==> config.mk <==
export PLATFORM = sky130hd
export DESIGN_NAME = rotary_event_gen
export DESIGN_NICKNAME = d
export VERILOG_FILES = /design/src/rtl/rotary_event_gen.sv
export SDC_FILE = /design/constraint.sdc
export NUM_CORES = 1
export LEC_CHECK = 0
export CORE_MARGIN = 2
export CORE_UTILIZATION = 39
export DETAILED_ROUTE_END_ITERATION = 16
export PLACE_DENSITY = 0.61
export SLEW_MARGIN = 20
export SYNTH_ARGS = -nofsm -noshare
export SYNTH_HDL_FRONTEND = slang
export SYNTH_SLANG_ARGS = --single-unit
==> constraint.sdc <==
create_clock -name clk -period 2.2 [get_ports clk]
set_clock_uncertainty 0.05 [all_clocks]
set_input_delay 0.55 -clock clk [delete_from_list [all_inputs] [get_ports clk]]
set_output_delay 0.55 -clock clk [all_outputs]
set_load 0.02 [all_outputs]
==> src/rtl/rotary_event_gen.sv <==
// -----------------------------------------------------------------------------
// rotary_event_gen
//
// Front end for the rotary-encoder operand-entry path. The raw quadrature
// contacts are synchronized, optionally debounced, and passed through a
// quadrature latch filter. The filter produces q1, the detent level, and q2,
// the direction memory. The outputs are:
//   - rotation_event     : registered copy of q1. Consumers edge-detect 0->1.
//   - rotation_direction : 1 = clockwise. Loaded from q2 on each q1 rising edge.
//   - step_pulse         : one-cycle strobe per detent.
//   - position           : wrapping two's-complement detent count.
//
// Ports:
//   clk                 in   system clock, rising edge
//   rst_n               in   synchronous active-low reset
//   rot_a, rot_b        in   raw encoder contacts (asynchronous to clk)
//   rotation_event      out  filtered detent level
//   rotation_direction  out  direction of the last detent
//   step_pulse          out  one strobe per detent
//   position            out  signed detent count, POS_W bits
//
// Build option:
//   ROT_DEBOUNCE_EN  When defined, each contact gets a debounce counter and
//                    an accepted-level register. A level is accepted only
//                    after it has held for DEBOUNCE_CYCLES cycles. When
//                    undefined, the synchronizer outputs are used directly
//                    and DEBOUNCE_CYCLES has no effect.
// -----------------------------------------------------------------------------
module rotary_event_gen #(
    parameter int DEBOUNCE_CYCLES = 16,
    parameter int POS_W           = 8
) (
    input  logic                    clk,
    input  logic                    rst_n,
    input  logic                    rot_a,
    input  logic                    rot_b,
    output logic                    rotation_event,
    output logic                    rotation_direction,
    output logic                    step_pulse,
    output logic signed [POS_W-1:0] position
);

    // Reject an out-of-range debounce length at elaboration time.
    if (DEBOUNCE_CYCLES < 1 || DEBOUNCE_CYCLES > 65535) begin : g_bad_debounce
        $error("DEBOUNCE_CYCLES must be in 1..65535");
    end

    // Bit 1 = contact B, bit 0 = contact A. This matches the {b,a} filter table.
    logic [1:0] raw;
    logic [1:0] acc;

    assign raw = {rot_b, rot_a};

    // -------------------------------------------------------------------------
    // Per-contact synchronizer and (optional) debounce
    // -------------------------------------------------------------------------
    for (genvar gi = 0; gi < 2; gi++) begin : g_contact
        logic s1_q, s1_d;
        logic s2_q, s2_d;

        always_comb begin
            s1_d = raw[gi];
            s2_d = s1_q;
        end

        always_ff @(posedge clk) begin
            if (!rst_n) begin
                s1_q <= 1'b0;
                s2_q <= 1'b0;
            end else begin
                s1_q <= s1_d;
                s2_q <= s2_d;
            end
        end

`ifdef ROT_DEBOUNCE_EN
        localparam logic [15:0] DB_MAX = 16'(DEBOUNCE_CYCLES - 1);

        logic        acc_q, acc_d;
        logic [15:0] cnt_q, cnt_d;

        // The counter runs only while the synced level disagrees with the
        // accepted level. Any agreeing cycle restarts it, so a glitch shorter
        // than DEBOUNCE_CYCLES cycles can never reach DB_MAX.
        always_comb begin
            acc_d = acc_q;
            cnt_d = '0;
            if (s2_q != acc_q) begin
                if (cnt_q == DB_MAX) begin
                    acc_d = s2_q;
                end else begin
                    cnt_d = cnt_q + 16'd1;
                end
            end
        end

        always_ff @(posedge clk) begin
            if (!rst_n) begin
                acc_q <= 1'b0;
                cnt_q <= '0;
            end else begin
                acc_q <= acc_d;
                cnt_q <= cnt_d;
            end
        end

        assign acc[gi] = acc_q;
`else
        assign acc[gi] = s2_q;
`endif
    end

    // -------------------------------------------------------------------------
    // Quadrature latch filter
    // -------------------------------------------------------------------------
    // q1 changes only in the 00 and 11 states. Bounce on one contact near a
    // rest state can therefore never create a second q1 rising edge.
    logic q1_q, q1_d;
    logic q2_q, q2_d;

    always_comb begin
        q1_d = q1_q;
        q2_d = q2_q;
        case (acc)
            2'b00:   q1_d = 1'b0;
            2'b01:   q2_d = 1'b0;
            2'b10:   q2_d = 1'b1;
            default: q1_d = 1'b1;
        endcase
    end

    always_ff @(posedge clk) begin
        if (!rst_n) begin
            q1_q <= 1'b0;
            q2_q <= 1'b0;
        end else begin
            q1_q <= q1_d;
            q2_q <= q2_d;
        end
    end

    // -------------------------------------------------------------------------
    // Event, step, direction and position
    // -------------------------------------------------------------------------
    logic                    q1_prev_q, q1_prev_d;
    logic                    event_q, event_d;
    logic                    step_q, step_d;
    logic                    dir_q, dir_d;
    logic signed [POS_W-1:0] pos_q, pos_d;
    logic                    q1_rise;

    assign q1_rise = q1_q & ~q1_prev_q;

    always_comb begin
        q1_prev_d = q1_q;
        event_d   = q1_q;
        step_d    = 1'b0;
        dir_d     = dir_q;
        pos_d     = pos_q;
        if (q1_rise) begin
            step_d = 1'b1;
            dir_d  = q2_q;
            // Plain modulo-2^POS_W arithmetic: the count wraps, no saturation.
            if (q2_q) begin
                pos_d = pos_q + POS_W'(1);
            end else begin
                pos_d = pos_q - POS_W'(1);
            end
        end
    end

    always_ff @(posedge clk) begin
        if (!rst_n) begin
            q1_prev_q <= 1'b0;
            event_q   <= 1'b0;
            step_q    <= 1'b0;
            dir_q     <= 1'b0;
            pos_q     <= '0;
        end else begin
            q1_prev_q <= q1_prev_d;
            event_q   <= event_d;
            step_q    <= step_d;
            dir_q     <= dir_d;
            pos_q     <= pos_d;
        end
    end

    assign rotation_event     = event_q;
    assign rotation_direction = dir_q;
    assign step_pulse         = step_q;
    assign position           = pos_q;

endmodule
==> summary.md <==
| Metric | Value |
|---|---|
| Root buffer cell | `clkbuf_4` |
| Top delay family on crit path | `buffers and inverters` |
| Die span in x | `51.4 um` |
| Final slew viol count | `0` |
| Worst R2R Start | `q2_q` |
| Initial antenna violation count | `0` |
| Cell Rows | `17` |
| # DRC | `0` |
| Antenna viol nets, final | `0` |
| Initial Util | `40.3%` |
| Number of H-tree levels | `1` |
| First-pass GRT wire length | `2730 um` |
| CORE AREA | `0.00217 mm^2` |
| Critical path's slowest cell | `clkdlybuf4s50_1` |
| FF+latch count, synth | `17` |
| Minimum clock period | `1.97 ns` |
| Area contributors post-synth | `dfxtp_1, ha_1, and2_1, nand2_1, xnor2_1` |
| Setup repair bufs after CTS | `0` |
| Hold path cells | `1` |
| Post_cts resized | `0` |
| Top-area cell type share of the netlist area | `38.9%` |
| Cell area after synthesis | `875 um^2` |
| Data arrival, critical path | `1.37 ns` |
| Delay of the slowest critical-path stage | `0.64 ns` |
| Largest net degree at the start of global routing | `14` |
| Port Buf Inserts | `14` |
| Crit path capture type | `primary output` |
| Nets | `123` |
| Worst relative slew slack | `76.8%` |
| Reg2reg setup slack | `0.26 ns` |
| Maxcap violations | `0` |
| CP Cell Sequence | `clkdlybuf4s50_1` |
| Via count | `648` |
| Syn Inst Count | `93` |
| Hold path startpoint | `g_contact[1].s1_q` |
| WL final | `1500 um` |
| Vias in the first global route | `617` |
| Tightest Hold Check Type | `reg2reg` |
| GP Congestion | `0.857` |
| Max Fclk | `508 MHz` |
| R2R Path End | `position[7]` |
| Final antenna diode count | `0` |
| Drt first pass iters | `3` |
| WHS Endpoint | `g_contact[1].s2_q` |
| Final non-filler cell area | `0.00107 mm^2` |
| Clk Latency, worst-skew pair | `0.29 ns` |
| Critical path class | `reg2out` |
| Post-synthesis sequential area ratio | `38.9%` |
| Fin Setup TNS | `0 ns` |
| Die area | `0.00264 mm^2` |
| Share of cells above drive strength 1 | `6.42%` |
| Final Cycle Share | `89.5%` |
| Hold slack | `0.398 ns` |
| Largest area contributor in the netlist | `dfxtp_1` |
| Ys Warns | `0` |
| Wire per inst | `11.0 um` |
| Max FO, Critical Path | `4` |
| Finished Core Util | `49.3%` |
| IO Pins | `15` |
| Clock buffer depth | `2` |
| Worst-path clk slew | `0.11 ns` |
| Req. time, crit path | `1.60 ns` |
| Pwr/cell area | `635 mW/mm^2` |
| Initial drt markers | `4` |
| Net Count, Synth | `106` |
| Tot Pwr | `679 uW` |
| Clock sinks | `17` |
| Grt ovf | `0` |
| CTS tree | `built` |
| Critical path buffers and inverters | `1` |
| Final hold violations | `0` |
| Cts hold-fix bufs | `0` |
| Worst Max-Slew Pin Slew | `0.349 ns` |
| Setup Viol. Count Final | `0` |
| Cts bufs inserted | `3` |
| Count of cell types in the netlist | `28` |
| VDD IR-drop max | `0.000409 V` |
| Syn Area/Cell | `9.40 um^2` |
| P_leak | `0.434 nW` |
| GRT Total Usage | `13.9%` |
| RSZ-0062 raised after global routing | `false` |
| Outcome | `completed` |
| Die height | `51.4 um` |
| R2R cell count | `7` |
| Via/cell ratio | `4.73` |
| Placed Instance Area | `0.00104 mm^2` |
| CP Launch Type | `register` |
| Area grow syn2layout | `22.2%` |
| Detailed Place HPWL | `1120 um` |
routing by layer:
metal,global-route usage (%),wire length [um]
met3,2.63,45
met2,22.5,659
met5,0,0
met1,17.9,784
met4,6.58,14
logic make-up (layout without fill, tap and decap cells):
| family | after synthesis | count (layout) | synth area share, % |
|---|---|---|---|
| DFF | 17 | 17 | 38.9 |
| muxes | 3 | 3 | 3.43 |
| buffers and inverters | 7 | 23 | 4.29 |
| AOI/OAI and AO/OA | 17 | 17 | 12.6 |
| adders and majority gates | 9 | 9 | 13.7 |
| xor gates and xnor gates | 5 | 5 | 5.01 |
| and+or+nand+nor | 35 | 35 | 22.0 |
area by class of cell:
| cell class | instances | area, um^2 |
|---|---|---|
| Clock buffer | 3 | 22.5 |
| Timing Repair Buffer | 16 | 155 |
| Fill cell | 223 | 1100 |
| Clock inverter | 1 | 7.51 |
| Multi-Input combinational cell | 69 | 497 |
| Sequential cell | 17 | 340 |
| Inverter | 3 | 11.3 |
| Tap cell | 28 | 35.0 |
power breakdown:
part	internal [mW]	switching (mW)	total [mW]
registers	0.324	0.0122	0.337
logic	0.0850	0.0809	0.166
clock network	0.0690	0.107	0.176
state kept, by name (all words and copies together) (netlist names):
name	flops
position	8
g_contact.s1_q	2
g_contact.s2_q	2
event_d	1
q2_q	1
rotation_direction	1
rotation_event	1
step_pulse	1
cell usage in the layout (no fill, tap or decap), types with 3 or more instances in the layout:
master	instances
o21ai_0	4
a21oi_1	4
and2_1	10
clkdlybuf4s50_1	14
nand2_1	14
mux2i_1	3
inv_1	3
xnor2_1	4
clkbuf_4	3
ha_1	8
dfxtp_1	17
Yosys cell counts:
library cell  instances
a21boi_0              2
nand2b_1              2
nand3_1               2
buf_6                 1
nand2_1              14
a21o_2                1
xnor2_1               4
nand4b_1              2
xor2_1                1
o211a_1               1
nand4_1               1
and2_1               10
o21ai_0               4
inv_1                 3
clkbuf_1              2
buf_4                 1
a21oi_1               4
mux2i_1               3
fa_1                  1
and4b_1               1
nor2b_1               2
dfxtp_1              17
o2bb2ai_1             1
o211ai_1              1
a21o_1                1
ha_1                  8
a31oi_1               2
and3b_1               1
metrics by stage:
stage               cells  worst slack [ns]
finish                137             0.232
detailed placement    133             0.293
CTS                   137             0.214
global placement      133             0.351
global route          137            0.0518
floorplan              93             0.448
how the worst max path moves through the flow:
stage	end	slack (ns)	from	depth (start not counted)
floorplan	position[7]	0.45	q2_q	7
global placement	position[7]	0.35	q2_q	7
detailed placement	position[7]	0.29	q2_q	7
global route	position[7]	0.05	q2_q	7
finish	position[0]	0.23	position[0]	1
CTS	position[0]	0.21	position[0]	1
(Power assumes the default switching activity.)
